File: src/rtl/acumulador_ctrl_pkg.sv
// Shared definitions for the accumulator sequencer: opcodes, field widths,
// instruction layout and FSM encoding.
package acumulador_ctrl_pkg;

    localparam int unsigned OP_W          = 4;
    localparam int unsigned IMM_W         = 4;
    localparam int unsigned DATA_W        = 4;
    localparam int unsigned INSTR_W       = OP_W + IMM_W;
    localparam int unsigned MAX_INSTR_DEF = 16;
    localparam int unsigned CNT_W_DEF     = 5;

    localparam logic [OP_W-1:0] OP_ADD  = 4'd0;
    localparam logic [OP_W-1:0] OP_SUB  = 4'd1;
    localparam logic [OP_W-1:0] OP_AND  = 4'd2;
    localparam logic [OP_W-1:0] OP_OR   = 4'd3;
    localparam logic [OP_W-1:0] OP_XOR  = 4'd4;
    localparam logic [OP_W-1:0] OP_NOT  = 4'd5;
    localparam logic [OP_W-1:0] OP_SHL  = 4'd6;
    localparam logic [OP_W-1:0] OP_SHR  = 4'd7;
    localparam logic [OP_W-1:0] OP_LDA  = 4'd8;
    localparam logic [OP_W-1:0] OP_HALT = 4'd15;

    typedef struct packed {
        logic [OP_W-1:0]  op;
        logic [IMM_W-1:0] imm;
    } instr_t;

    typedef enum logic [1:0] {
        ST_IDLE  = 2'd0,
        ST_FETCH = 2'd1,
        ST_EXEC  = 2'd2,
        ST_DONE  = 2'd3
    } state_e;

    // Opcodes 9..14 have no ULA meaning and only raise the error flag.
    function automatic logic is_reserved(input logic [OP_W-1:0] op);
        return (op > OP_LDA) && (op < OP_HALT);
    endfunction

endpackage

File: src/rtl/acumulador_ctrl_if.sv
// Instruction stream, ULA bus and status bundle between the sequencer and its
// surroundings.
interface acumulador_ctrl_if #(
    parameter int unsigned CNT_W = 5
);
    import acumulador_ctrl_pkg::*;

    logic                start;
    logic                instr_valid;
    logic                instr_ready;
    logic [INSTR_W-1:0]  instr_data;
    logic [DATA_W-1:0]   alu_a;
    logic [DATA_W-1:0]   alu_b;
    logic [OP_W-1:0]     alu_op;
    logic [DATA_W-1:0]   alu_out;
    logic [DATA_W-1:0]   acc;
    logic                busy;
    logic                done;
    logic                ovf;
    logic                err;
    logic [CNT_W-1:0]    instr_cnt;

    // Sequencer side.
    modport master (
        input  start, instr_valid, instr_data, alu_out,
        output instr_ready, alu_a, alu_b, alu_op, acc, busy, done, ovf, err, instr_cnt
    );

    // Environment side: instruction source, ULA and status observer.
    modport slave (
        output start, instr_valid, instr_data, alu_out,
        input  instr_ready, alu_a, alu_b, alu_op, acc, busy, done, ovf, err, instr_cnt
    );

endinterface

File: src/rtl/acumulador_ctrl.sv
// Accumulator sequencer: fetches {op, imm} instructions, drives the external ULA
// with A = imm, B = acc, and writes the result back into acc.
module acumulador_ctrl
    import acumulador_ctrl_pkg::*;
#(
    parameter int unsigned MAX_INSTR = MAX_INSTR_DEF,
    parameter int unsigned CNT_W     = CNT_W_DEF
) (
    input  logic               clk,
    input  logic               rst_n,
    acumulador_ctrl_if.master  bus
);

    state_e              state_q, state_d;
    logic [DATA_W-1:0]   acc_q,   acc_d;
    instr_t              ir_q,    ir_d;
    logic [CNT_W-1:0]    cnt_q,   cnt_d;
    logic                ovf_q,   ovf_d;
    logic                err_q,   err_d;
    logic                ready_q, ready_d;
    logic                busy_q,  busy_d;
    logic                done_q,  done_d;

    always_ff @(posedge clk) begin
        if (!rst_n) begin
            state_q <= ST_IDLE;
            acc_q   <= '0;
            ir_q    <= '0;
            cnt_q   <= '0;
            ovf_q   <= 1'b0;
            err_q   <= 1'b0;
            ready_q <= 1'b0;
            busy_q  <= 1'b0;
            done_q  <= 1'b0;
        end else begin
            state_q <= state_d;
            acc_q   <= acc_d;
            ir_q    <= ir_d;
            cnt_q   <= cnt_d;
            ovf_q   <= ovf_d;
            err_q   <= err_d;
            ready_q <= ready_d;
            busy_q  <= busy_d;
            done_q  <= done_d;
        end
    end

    always_comb begin
        state_d = state_q;
        acc_d   = acc_q;
        ir_d    = ir_q;
        cnt_d   = cnt_q;
        ovf_d   = ovf_q;
        err_d   = err_q;

        unique case (state_q)
            ST_IDLE: begin
                if (bus.start) begin
                    acc_d   = '0;
                    cnt_d   = '0;
                    ovf_d   = 1'b0;
                    err_d   = 1'b0;
                    state_d = ST_FETCH;
                end
            end
            ST_FETCH: begin
                if (bus.instr_valid && ready_q) begin
                    ir_d    = instr_t'(bus.instr_data);
                    state_d = ST_EXEC;
                end
            end
            ST_EXEC: begin
                if (ir_q.op == OP_HALT) begin
                    state_d = ST_DONE;
                end else begin
                    cnt_d = cnt_q + CNT_W'(1);
                    if (is_reserved(ir_q.op)) begin
                        err_d = 1'b1;
                    end else begin
                        acc_d = bus.alu_out;
                    end
                    // Signed overflow: operand signs vs. result sign, relative to acc.
                    if (ir_q.op == OP_ADD &&
                        acc_q[DATA_W-1] == ir_q.imm[IMM_W-1] &&
                        bus.alu_out[DATA_W-1] != acc_q[DATA_W-1]) begin
                        ovf_d = 1'b1;
                    end
                    if (ir_q.op == OP_SUB &&
                        acc_q[DATA_W-1] != ir_q.imm[IMM_W-1] &&
                        bus.alu_out[DATA_W-1] != acc_q[DATA_W-1]) begin
                        ovf_d = 1'b1;
                    end
                    state_d = (cnt_d == CNT_W'(MAX_INSTR)) ? ST_DONE : ST_FETCH;
                end
            end
            ST_DONE: begin
                state_d = ST_IDLE;
            end
            default: state_d = ST_IDLE;
        endcase

        ready_d = (state_d == ST_FETCH);
        busy_d  = (state_d == ST_FETCH) || (state_d == ST_EXEC);
        done_d  = (state_d == ST_DONE);
    end

    assign bus.instr_ready = ready_q;
    assign bus.alu_a       = ir_q.imm;
    assign bus.alu_b       = acc_q;
    assign bus.alu_op      = ir_q.op;
    assign bus.acc         = acc_q;
    assign bus.busy        = busy_q;
    assign bus.done        = done_q;
    assign bus.ovf         = ovf_q;
    assign bus.err         = err_q;
    assign bus.instr_cnt   = cnt_q;

endmodule

File: src/flat_wrapper.sv
// flat-port wrapper written by rule: the top's interface ports become plain ports
module acumulador_ctrl_flat import acumulador_ctrl_pkg::*;
#(
    parameter int unsigned MAX_INSTR = MAX_INSTR_DEF,
    parameter int unsigned CNT_W     = CNT_W_DEF
)
  (clk, rst_n, bus_start, bus_instr_valid, bus_instr_data, bus_alu_out, bus_instr_ready, bus_alu_a, bus_alu_b, bus_alu_op, bus_acc, bus_busy, bus_done, bus_ovf, bus_err, bus_instr_cnt);
  acumulador_ctrl_if #(.CNT_W(CNT_W)) bus_i ();
  input  logic clk;
  input  logic rst_n;
  input wire logic [$bits(bus_i.start)-1:0] bus_start;
  input wire logic [$bits(bus_i.instr_valid)-1:0] bus_instr_valid;
  input wire logic [$bits(bus_i.instr_data)-1:0] bus_instr_data;
  input wire logic [$bits(bus_i.alu_out)-1:0] bus_alu_out;
  output wire logic [$bits(bus_i.instr_ready)-1:0] bus_instr_ready;
  output wire logic [$bits(bus_i.alu_a)-1:0] bus_alu_a;
  output wire logic [$bits(bus_i.alu_b)-1:0] bus_alu_b;
  output wire logic [$bits(bus_i.alu_op)-1:0] bus_alu_op;
  output wire logic [$bits(bus_i.acc)-1:0] bus_acc;
  output wire logic [$bits(bus_i.busy)-1:0] bus_busy;
  output wire logic [$bits(bus_i.done)-1:0] bus_done;
  output wire logic [$bits(bus_i.ovf)-1:0] bus_ovf;
  output wire logic [$bits(bus_i.err)-1:0] bus_err;
  output wire logic [$bits(bus_i.instr_cnt)-1:0] bus_instr_cnt;
  assign bus_i.start = bus_start;
  assign bus_i.instr_valid = bus_instr_valid;
  assign bus_i.instr_data = bus_instr_data;
  assign bus_i.alu_out = bus_alu_out;
  assign bus_instr_ready = bus_i.instr_ready;
  assign bus_alu_a = bus_i.alu_a;
  assign bus_alu_b = bus_i.alu_b;
  assign bus_alu_op = bus_i.alu_op;
  assign bus_acc = bus_i.acc;
  assign bus_busy = bus_i.busy;
  assign bus_done = bus_i.done;
  assign bus_ovf = bus_i.ovf;
  assign bus_err = bus_i.err;
  assign bus_instr_cnt = bus_i.instr_cnt;
  acumulador_ctrl #(.MAX_INSTR(MAX_INSTR), .CNT_W(CNT_W)) u_core (.clk(clk), .rst_n(rst_n), .bus(bus_i));
endmodule
File: config.mk
export PLATFORM = sky130hd
export DESIGN_NAME = acumulador_ctrl_flat
export DESIGN_NICKNAME = d
export VERILOG_FILES = /design/src/rtl/acumulador_ctrl_pkg.sv /design/src/rtl/acumulador_ctrl_if.sv /design/src/rtl/acumulador_ctrl.sv /design/src/flat_wrapper.sv
export SDC_FILE = /design/constraint.sdc
export NUM_CORES = 1
export LEC_CHECK = 0
export BUFFER_PORTS_ARGS = -buffer_cell sky130_fd_sc_hd__buf_2
export CAP_MARGIN = 10
export CORE_MARGIN = 10
export CORE_UTILIZATION = 48
export DETAILED_ROUTE_END_ITERATION = 10
export PLACE_DENSITY = 0.78
export SLEW_MARGIN = 15
export SYNTH_ARGS = -nofsm -noshare
export SYNTH_HDL_FRONTEND = slang
export SYNTH_SLANG_ARGS = --single-unit
File: constraint.sdc
create_clock -name clk -period 1.95 [get_ports clk]
set_clock_uncertainty 0.15 [all_clocks]
set_input_delay 0.0975 -clock clk [delete_from_list [all_inputs] [get_ports clk]]
set_output_delay 0.0975 -clock clk [all_outputs]
set_load 0.05 [all_outputs]
Word level (Yosys, flattened, before mapping):

Index checks and enable logic that the tools add are counted.

* memories kept: 0
* bits in writable memories: 0
* register bits after elaboration: 24
* ROM bits: 0
* output and inout port bits: 26
* bits in latches: 0
* input port bits: 16
* word-level logic and storage cells: 65

* add/subtract/negate cells: 1
* divide/modulo/power cells: 0
* mux-type cells: 20
* multipliers: 0
* bitwise gates (word level): 0
* equal/unequal tests: 17
* shift-type cells: 0
* reduce and logical (&&, ||, !) cells: 15
* $lt $le $gt $ge: 2

Operators with widths (number)
* two-way mux 4 bit: 3
* AND reduction 4 bit: 3
* two-way mux 5 bit: 2
* case mux 5 bit (2 select lines): 1
* equality test 2 bit, second input constant: 4
* two-way mux 2 bit: 4
* case mux 2 bit (4 select lines): 1
* case mux 4 bit (2 select lines): 1
* logical AND 1 bit: 6
* two-way mux 1 bit: 6
* inequality test 2 bit, second input constant: 3
* adder 5 x 1 -> 5 bit, second input constant: 1
* equality test 5 bit, second input constant: 1
* equality test 2 x 1 -> 1 bit, second input constant: 2
* equality test 4 x 1 -> 1 bit, second input constant: 1
* equality test 4 bit, second input constant: 1
* greater-than comparator 4 bit, second input constant: 1
* logical NOT 4 bit: 1
* < comparator 4 bit, second input constant: 1
* case mux 1 bit (2 select lines): 2
* inequality test 3 x 1 -> 1 bit, second input constant: 1
* AND reduction 3 bit: 1
* logical NOT 2 bit: 1
* inequality test 1 bit: 2
* other kinds (5): 5

Depth between registers and ports, before layout:

Gate-level depths: netlist of the first run.

* depth in word-level cells: 7
* depth in mapped cells: 7
* mapped depth without buffers: 7

Worst setup path before layout of the first run:

No wires, ideal clock.

* path kind: reg2reg
* start point: reg u_core.cnt_q[0], in the netlist u_core.bus.instr_cnt[0]
* end point: reg u_core.busy_q, in the netlist u_core.bus.busy
* required time: 1735 ps
* setup time: 65 ps
* buffers on the path: 0
* stages on the path, launching flop included: 8
* period minus slack after synthesis: 2172 ps
* arrival time: 1957 ps
* setup slack: -222 ps
* path through: dfxtp_1 ha_1 nand3_1 xnor2_1 o2111ai_1 and2_1 ha_1 nor2b_1

* cells in the longest elaborated chain, start to end: 7
* elaborated cells between the ends (all ways): 8
* those cells by class: add/sub (1); eq/ne (3); mux (3); reduce/logical (1)

Ends and longest elaborated chain
* start, declared: RTL line acumulador_ctrl.sv:17 `logic [CNT_W-1:0] cnt_q, cnt_d;`
* start signal, assigned: RTL line acumulador_ctrl.sv:39 `cnt_q <= cnt_d;`
* adder 5 x 1 -> 5 bit *: RTL line acumulador_ctrl.sv:76 `cnt_d = cnt_q + CNT_W'(1);`
* equality test 5 bit *: RTL line acumulador_ctrl.sv:93 `state_d = (cnt_d == CNT_W'(MAX_INSTR)) ? ST_DONE : ST_FETCH;`
* two-way mux 2 bit *: RTL line acumulador_ctrl.sv:93
* two-way mux 2 bit *: RTL line acumulador_ctrl.sv:73 `if (ir_q.op == OP_HALT) begin`
* case mux 2 bit (4 select lines) *: RTL line acumulador_ctrl.sv:56 `unique case (state_q)`
* equality test 2 x 1 -> 1 bit or equality test 2 bit (tied branches): RTL line acumulador_ctrl.sv:103 `busy_d = (state_d == ST_FETCH) || (state_d == ST_EXEC);`
* logical OR 1 bit *: RTL line acumulador_ctrl.sv:103
* end signal, assigned: RTL line acumulador_ctrl.sv:43 `busy_q <= busy_d;`
* end, declared: RTL line acumulador_ctrl.sv:21 `logic busy_q, busy_d;`

Every way passes the cells marked *; elsewhere a longest branch is shown, timed or not.
A chain may end at the register's enable or synchronous reset.

Final worst setup path of the first run:

Ends and elaborated chain as after synthesis.

==> results.md, run 1 <==
* Synth Flop Type: dfxtp_1
* Slew Limit Fails at 0
* Synth cell types at 37
* FFs w/ async S/R, synth at 0%
* Final period util at 90.7%
* Htree depth at 1
* Rel. slew slack at ~77%
* Flops & latches, synth at 24
* Antenna violations before repair at 0
* Vias at about 1.1k
* Reg2Reg Depth at 7
* Final TNS setup at 0 ns
* Arrival time of the worst setup path at 1.88 ns
* Startpoint types: register
* Hold Crit Endpoint: u_core.bus.instr_cnt[3]
* Most common cell in the netlist: dfxtp_1
* Number of diodes at 0
* Power, Total at ~0.87 mW
* Fraction of layout cells with a size suffix above 1 at 32.8%
* Share of Yosys cell area claimed by the top area cell type at 41.4%
* Reg-to-reg startpoint: u_core.bus.instr_cnt[0]
* Mux contribution to synthesized area at about 1.7%
* Pre-Repair DR Iteration Count at 4
* Final hold slack at 0.0412 ns
* # DRC at 0
* FF-to-FF End: u_core.bus.busy
* Cell depth of the worst hold path at 2
* Port bufs at 41
* Syn nets at 148
* Area growth, synth to finish at 32.7%
* Pre-CTS WS at 0.0804 ns
* Clk Latency, worst-skew pair at 0.31 ns
* Final setup viols at 0
* Final Hold Fails at 0
* Synth Area in Simple Gates at ~28%
* Post-synth top cells: 24 x dfxtp_1, 22 x nand2_1, 12 x a21boi_0, 6 x and2_1
* Syn. warnings at 0
* CTS root buf: clkbuf_4
* Minimum clock period at 1.77 ns
* Worst R2R Setup Slack at roughly 0.18 ns
* Top area cells in the synthesized netlist: dfxtp_1 41%, a21boi_0 7.8%, nand2_1 7.1%
* Placer Congestion at 0.858
* Highest Clock Rate at 0.565 GHz
* Die width at 69.2 um
* Synth Area per Inst at roughly 9.0 um2
* Final setup margin at 0.181 ns
* Mapped Cells at 129
* IO Pins at 42
* CTS tree: built
* Max Root-Sink Buffers at 2
* Drt initial violations at 45
* Worst Hold Class: in -> reg
* Unrepaired setup endpoints after global routing: no
* Setup CP Type: reg -> reg
* Crit Path Max Fanout at 7
* Tot GR Track Use at 12.5%
* Complex-gate fraction of the synthesized area at 20.0%
* Antenna Nets Post-Route at 0
* Area leader, netlist: dfxtp_1
* Min-delay src: rst_n
* Wirelength per Cell at around 15 um
* Worst-margin pin slew at 0.339 ns
* Dpl hpwl at 2180 um
* Vias in the first global route at 1068
* Main combinational cell family by area after synthesis: simple AND/OR/NAND/NOR gates
* Reg clk slew, reported paths at ~0.13 ns
* Worst endpoint required time at 2.06 ns
* Pwr/cell area at around 560 nW/um2
* Outcome: finished, final reports clean
* Largest net degree at the start of global routing at 23
* Num CTS Buffers at 3
* Adder-cell area share of the yosys netlist at 3.23%
* Global route total overflow at 0
* Type of destination of the critical path: register
* Die area at 4790 um2
* Post-synthesis sequential area ratio at slightly above 40%
* Via/cell ratio at 5.37
* Max_cap viols at 0
* CTS Sinks at 24
* Global-route wire length before repair at 5180 um
* Nets at 201
* Final WL at 3070 um
* Post-Synth XOR/XNOR Area at 1.51%
* Post-Synthesis Cell Area at 1160 um2
* Height of the die at 69.2 um
* Initial Utilization at 51.5%
* Site Rows at 17
* Max IR drop VDD at 0.463 mV
* P_leak at 0.678 nW
* Core area at 2250 um2
* Number of synthesized flops with an enable pin at 0
[per-layer routing]
metal	routed length [um]	up-vias	GRT usage (%)
li1	-	551	-
met1	1250	507	13.9
met2	1470	52	20.9
met3	273	6	4.71
met4	68	0	5.10
met5	0	-	0
[layout make-up]
| type | count | area [um2] |
|---|---|---|
| timing repair buffer | 55 | 343 |
| multi-input combinational | 96 | 643 |
| sequential | 24 | 489 |
| tap | 28 | 35.0 |
| clock buffer | 3 | 22.5 |
| fill | 200 | 714 |
| inverter | 2 | 7.51 |
[state kept, by name (all words and copies together), names as in the netlist]
| name | count |
|---|---|
| u_core.bus.instr_cnt | 5 |
| u_core.bus.acc | 4 |
| u_core.bus.alu_a | 4 |
| u_core.bus.alu_op | 4 |
| u_core.state_q | 2 |
| u_core.bus.busy | 1 |
| u_core.bus.done | 1 |
| u_core.bus.err | 1 |
| u_core.bus.instr_ready | 1 |
| u_core.bus.ovf | 1 |
[report_power, final]
| part | internal, mW | switching (mW) | total, mW |
|---|---|---|---|
| combinational | 0.0608 | 0.0800 | 0.141 |
| clock | 0.0723 | 0.145 | 0.217 |
| sequential | 0.499 | 0.0108 | 0.510 |
[worst max-delay path, cell delays in order, from the launching register on]
cell and delay, ns:
dfxtp_4 0.42, ha_4 0.18, nand3_1 0.10, xnor2_1 0.15, o2111ai_1 0.17, and2_1 0.18
ha_1 0.26, nor2b_1 0.11
[cell usage in the layout (no fill, tap or decap), types with 3 or more instances in the layout]
master	n
nand2_1	22
nand2b_1	3
a21boi_0	12
buf_2	41
o21ai_0	5
nand3_1	4
a22o_1	4
clkbuf_4	3
and2_1	6
dlygate4sd3_1	13
nor2_1	5
nor2b_1	4
dfxtp_1	21
[per-stage QoR]
stage	utilization, %	cell area [um2]	cells
4_1_cts	67.5	1520	208
5_1_grt	68.3	1540	208
3_5_place_dp	60.8	1370	192
3_3_place_gp	60.8	1370	192
6_report	68.3	1540	208
2_1_floorplan	-	1160	129
[worst max path at each step]
| stage | start | to | slack (ns) | cells past startpoint |
|---|---|---|---|---|
| 2_1_floorplan | u_core.bus.instr_cnt[0] | u_core.bus.busy | 0.007 | 7 |
| 3_3_place_gp | u_core.bus.instr_cnt[0] | u_core.bus.busy | 0.16 | 7 |
| 3_5_place_dp | u_core.bus.instr_cnt[0] | u_core.bus.busy | 0.08 | 7 |
| 4_1_cts | u_core.bus.instr_cnt[0] | u_core.bus.busy | 0.02 | 7 |
| 5_1_grt | u_core.bus.instr_cnt[0] | u_core.bus.busy | 0.02 | 7 |
| 6_report | u_core.bus.instr_cnt[0] | u_core.bus.busy | 0.18 | 7 |
[cells by family (layout without fill, tap and decap cells)]
group | after synthesis | after routing
compound gates | 31 | 31
xor+xnor | 2 | 2
fa+ha+maj | 3 | 3
buf+inv | 9 | 60
flops | 24 | 24
mux | 2 | 2
simple gates | 58 | 58
[repair_timing]
item,CTS,global route
setup buffers,0,0
setup endpoints to repair,0,2
endpoints found under the hold margin,13,0
resized for setup,0,4
hold buffers,13,0
Power figures use the tool's default switching activity.
==> run 2: changes to the inputs <==
--- a/config.mk
+++ b/config.mk
@@ -7,7 +7,7 @@
 export LEC_CHECK = 0
 export BUFFER_PORTS_ARGS = -buffer_cell sky130_fd_sc_hd__buf_2
 export CAP_MARGIN = 10
-export CORE_MARGIN = 10
+export CORE_MARGIN = 5
 export CORE_UTILIZATION = 48
 export DETAILED_ROUTE_END_ITERATION = 10
 export PLACE_DENSITY = 0.78
==> results.md, run 2 (synthesized netlist as in run 1, its figures left out) <==
* Critical-path top delay cell: dfxtp_2
* Final Hold Fails at 0
* Die area at 3500 um2
* Antenna Nets Post-Route at 0
* Pre-CTS WS at 0.0918 ns
* CTS Sinks at 24
* Max IR drop VDD at 0.391 mV
* Area growth, synth to finish at 32.0%
* Final hold slack at ~0.048 ns
* Initial Utilization at 51.5%
* Largest net degree at the start of global routing at 23
* Die width at a little under 60 um
* Global route total overflow at 0
* Max Root-Sink Buffers at 2
* Global-route wire length before repair at 4450 um
* Antenna violations before repair at 0
* Hold Crit Endpoint: u_core.bus.alu_a[3]
* Height of the die at 59.2 um
* Final period util at between 90% and 100%
* Final WL at 2750 um
* Max reg flops at 5
* Number of diodes at 0
* Rel. slew slack at 78.8%
* # DRC at 0
* Placer Congestion at 0.876
* Pwr/cell area at 562 nW/um2
* Vias at 1108
* Nets at 202
* Postcts setup bufs at 0
* Dpl hpwl at between 1500 and 2000 um
* Type of destination of the critical path: register
* Drt initial violations at 44
* IO Pins at 42
* Worst R2R Setup Slack at 0.09 ns
* FF-to-FF End: u_core.bus.busy
* Family with the most delay on the worst path: adder cells
* Max_cap viols at 0
* Commonest cells after routing, fill and taps aside: 41 x buf_2, 22 x nand2_1, 21 x dfxtp_1
* Reg clk slew, reported paths at about 0.12 ns
* Pre-Repair DR Iteration Count at 4
* Worst endpoint required time at a little over 2 ns
* Cell depth of the worst hold path at 2
* CTS root buf: clkbuf_4
* Slew Limit Fails at 0
* Setup CP Type: reg -> reg
* P_leak at just under 0.7 nW
* Fill cell count at 198
* Vias in the first global route at roughly 1.0k
* Final TNS setup at 0 ns
* CP max stage delay at between 0.4 and 0.5 ns
* Minimum clock period at 1.86 ns
* CTS tree: built
* Htree depth at 1
* Site Rows at 17
* Highest Clock Rate at 0.538 GHz
* Crit Path Max Fanout at 7
* Wirelength per Cell at 13.2 um
* Unrepaired setup endpoints after global routing: no
* Most common cell after layout, fill and taps aside: buf_2
* Via/cell ratio at 5.30
* Worst Hold Class: in -> reg
* Cells along the critical path: ha_2 > nand3_1 > xnor2_1 > o2111ai_1 > and2_1 > ha_1 > nor2b_1
* Reg2Reg Depth at 7
* Num CTS Buffers at 3
* Fraction of layout cells with a size suffix above 1 at 33.1%
* Clk Latency, worst-skew pair at 0.30 ns
* Outcome: finished, final reports clean
* Port bufs at 41
* Final setup viols at 0
* Final setup margin at 0.0917 ns
* Reg-to-reg startpoint: u_core.bus.instr_cnt[0]
* Worst-margin pin slew at ~0.32 ns
* Min-delay src: rst_n
* Tot GR Track Use at 16.2%
* Startpoint types: register
* Core area at 2250 um2
* Arrival time of the worst setup path at 1.95 ns
* Buf+Inv Stages, Crit Path at 0
[run 2: how the worst max path moves through the flow]
stage	start	end	slack, ns	depth (start not counted)
after floorplan	u_core.bus.instr_cnt[0]	u_core.bus.busy	0.007	7
after global placement	u_core.bus.instr_cnt[0]	u_core.bus.busy	0.16	7
after detailed placement	u_core.bus.instr_cnt[0]	u_core.bus.busy	0.09	7
after CTS	u_core.bus.instr_cnt[0]	u_core.bus.busy	0.04	7
after global routing	u_core.bus.instr_cnt[0]	u_core.bus.busy	0.009	7
final	u_core.bus.instr_cnt[0]	u_core.bus.busy	0.09	7
[run 2: metal layers]
layer	up-vias	track usage [%]	share of wire, %
met4	0	4.85	0.73
met2	40	29.8	52
met1	512	18.8	41
met3	2	2.61	5.7
met5	-	0	0
li1	554	-	-
[run 2: layout make-up]
type	count	area [um2]	share of cell area, %
tap	28	35.0	2.29
inverter	2	7.51	0.490
multi-input combinational	96	633	41.3
clock buffer	3	22.5	1.47
timing repair buffer	56	350	22.9
sequential	24	484	31.6
[run 2: repair_timing]
item                                    in CTS  in global routing
endpoints found under the setup margin       0                  2
hold endpoints to repair                    13                  0
hold buffers                                13                  0
resized for setup                            0                  1
[run 2: stage by stage]
step	util (%)	cell area (um2)	total power, mW	instances
6_report	68.0	1530	0.861	209
5_1_grt	68.0	1530	0.903	209
4_1_cts	67.9	1530	0.872	209
3_5_place_dp	61.1	1380	0.643	193
3_3_place_gp	61.1	1380	0.640	193
2_1_floorplan	-	1160	0.605	129
[run 2: power by group]
group	leakage, nW	switching [mW]	internal [mW]
sequential	0.196	0.00999	0.502
combinational	0.472	0.0793	0.0611
clock	0.0138	0.137	0.0720
total	0.682	0.226	0.635
==> run 3: changes to the inputs <==
--- a/config.mk
+++ b/config.mk
@@ -5,12 +5,13 @@
 export SDC_FILE = /design/constraint.sdc
 export NUM_CORES = 1
 export LEC_CHECK = 0
+export ABC_AREA = 1
 export BUFFER_PORTS_ARGS = -buffer_cell sky130_fd_sc_hd__buf_2
 export CAP_MARGIN = 10
 export CORE_MARGIN = 5
-export CORE_UTILIZATION = 48
+export CORE_UTILIZATION = 47
 export DETAILED_ROUTE_END_ITERATION = 10
-export PLACE_DENSITY = 0.78
+export PLACE_DENSITY = 0.77
 export SLEW_MARGIN = 15
 export SYNTH_ARGS = -nofsm -noshare
 export SYNTH_HDL_FRONTEND = slang
==> results.md, run 3 <==
* Site Rows at 17
* Commonest cells after routing, fill and taps aside: 41 x buf_2, 22 x nor2_1, 22 x dfxtp_1
* Synth cell types at 25
* Final setup viols at 0
* Flop pwr share at approximately 47%
* Final hold slack at 0.0950 ns
* Clk Latency, worst-skew pair at 0.32 ns
* # DRC at 0
* Syn. warnings at 0
* Wirelength per Cell at approximately 14 um
* Pre-CTS WS at roughly 0.34 ns
* Global-route wire length before repair at 5130 um
* Pre-Repair DR Iteration Count at 4
* Worst endpoint required time at 2.03 ns
* Vias in the first global route at 1127
* Post-Synthesis Cell Area at 1090 um2
* Vias at 1182
* Slew Limit Fails at 0
* Final setup margin at 0.104 ns
* Drt initial violations at 30
* Type of destination of the critical path: register
* Fraction of layout cells with a size suffix above 1 at 28.4%
* Crit Path Max Fanout at 10
* Synth Flop Type: dfxtp_1
* Global route total overflow at 0
* Htree depth at 1
* Number of synthesized flops with an enable pin at 0
* Psw at between 0.3 and 0.4 mW
* Post-synth top cells: 24 x dfxtp_1, 22 x nor2_1, 14 x nand2_1, 13 x a21oi_1, 13 x nand3_1
* CTS root buf: clkbuf_4
* Max Root-Sink Buffers at 2
* Worst Hold Class: in -> reg
* Worst-margin pin slew at ~0.35 ns
* Top area cells in the synthesized netlist: dfxtp_1 44%, nor2_1 7.6%, a21oi_1 6.0%
* Combinational share of power at a little over a fifth
* Multi-input gate area at 505 um2
* Minimum clock period at 1.85 ns
* Port bufs at 41
* Reg clk slew, reported paths at between 0.1 and 0.15 ns
* Height of the die at 58.2 um
* CTS Sinks at 24
* Number of diodes at 0
* Max IR drop VDD at 0.499 mV
* Max_cap viols at 0
* Initial Utilization at 49.4%
* Synth Area per Inst at 7.75 um2
* Setup CP Type: reg -> reg
* Unrepaired setup endpoints after global routing: no
* Num CTS Buffers at 3
* Via/cell ratio at 5.16
* Die area at 3390 um2
* Flops & latches, synth at 24
* Switching Share at 29.3%
* IO Pins at 42
* Rel. slew slack at between 70% and 80%
* Post-synthesis sequential area ratio at 44.0%
* Pwr/cell area at ~730 nW/um2
* Share of Yosys cell area claimed by the top area cell type at 44.0%
* P_leak at between 0.7 and 0.8 nW
* FFs w/ async S/R, synth at 0%
* Max reg flops at 5
* Internal Power at about 0.8 mW
* Area growth, synth to finish at 42.4%
* Syn nets at 160
* Final period util at a little over nine tenths
* Placer Congestion at 0.757
* Antenna violations before repair at 0
* Largest net degree at the start of global routing at 15
* Antenna Nets Post-Route at 0
* Final TNS setup at 0 ns
* Postcts setup bufs at 0
* Die width at 58.2 um
* Clock power share at around a third
* Most common cell in the netlist: dfxtp_1
* Final WL at roughly 3100 um
* Area leader, netlist: dfxtp_1
* Dpl hpwl at 1900 um
* CTS tree: built
* Arrival time of the worst setup path at 1.93 ns
* Tot GR Track Use at between 15 and 20%
* Highest Clock Rate at 0.542 GHz
* Fill cell count at 184
* Mapped Cells at 141
* Final Hold Fails at 0
* Outcome: finished, final reports clean
* Startpoint types: register
* Most common cell after layout, fill and taps aside: buf_2
* Register Area at 483 um2
* Nets at 221
* Core area at 2210 um2
==> run 3: cell types whose count changed after synthesis, moves of 3 or more <==
| cell | change |
|---|---|
| nand2_1 | -8 |
| and2_1 | -6 |
| a21boi_0 | -12 |
| a22o_1 | -4 |
| nor2_1 | +17 |
| a21oi_1 | +11 |
| o21ai_1 | +4 |
| o21ai_0 | +5 |
| inv_2 | +3 |
| nor2b_1 | -4 |
| inv_1 | +9 |
| nand2b_1 | -3 |
| nand3_1 | +9 |
==> run 3: area by class of cell <==
cell class	count	area share (%)
multi-input cells	95	32.5
flip-flops and latches	24	31.1
repair buffers	63	27.2
inverters	15	3.62
well taps	28	2.25
clock inverters	1	1.93
clock buffers	3	1.45
==> run 3: power by group through the flow <==
| stage | Sequential (mW) | Combinational (mW) | Clock, mW |
|---|---|---|---|
| 6_report | 0.533 | 0.241 | 0.369 |
| 4_1_cts | 0.532 | 0.233 | 0.371 |
| 5_1_grt | 0.536 | 0.260 | 0.394 |
| 2_1_floorplan | 0.611 | 0.0796 | 0 |
| 3_3_place_gp | 0.542 | 0.195 | 0 |
| 3_5_place_dp | 0.543 | 0.198 | 0 |
==> run 3: per-layer routing <==
metal  vias up  global-route usage, %  wire length, um  part of all wire, %
met2        40                   36.9             1620                   52
met5         -                      0                0                    0
met3        12                   4.01              154                  4.9
met4         0                   10.6              116                  3.7
li1        581                      -                -                    -
met1       549                   20.6             1230                   39
==> run 3: critical path, cell delays in order (launching register included) <==
cell,delay (ns)
dfxtp_1,0.46
nand3_1,0.15
buf_4,0.20
o21ai_0,0.16
dlygate4sd3_1,0.58
nor2_1,0.05
==> run 3: cell families after synthesis <==
family,after synthesis,synth area share [%]
xor gates and xnor gates,4,3.21
DFF,24,44.0
adders and majority gates,3,3.44
buffers and inverters,22,9.74
AOI/OAI and AO/OA,31,16.3
and+or+nand+nor,57,23.4
==> run 3: path summary, 6_finish.rpt <==
kind,from,end,slack (ns),cells past startpoint
worst max-delay path,u_core.state_q[0],u_core.bus.alu_op[3],0.10,5
worst min register to register,u_core.bus.ovf,u_core.bus.ovf,0.33,2
worst min-delay path,bus_start,u_core.bus.err,0.1,5
worst max register to register,u_core.state_q[0],u_core.bus.alu_op[3],0.10,5
==> run 3: stage by stage <==
stage / cell area [um2] / total power, mW / instances / utilization [%]
floorplan: 1090 / 0.690 / 141 / -
global placement: 1290 / 0.736 / 204 / 58.4
detailed placement: 1290 / 0.741 / 204 / 58.4
CTS: 1560 / 1.14 / 229 / 70.3
global route: 1560 / 1.19 / 229 / 70.3
finish: 1560 / 1.14 / 229 / 70.3
==> run 3: repair_timing <==
action,4_1_cts,5_1_grt
hold buffers,21,0
endpoints found under the setup margin,0,1
resized for setup,0,1
endpoints found under the hold margin,19,0
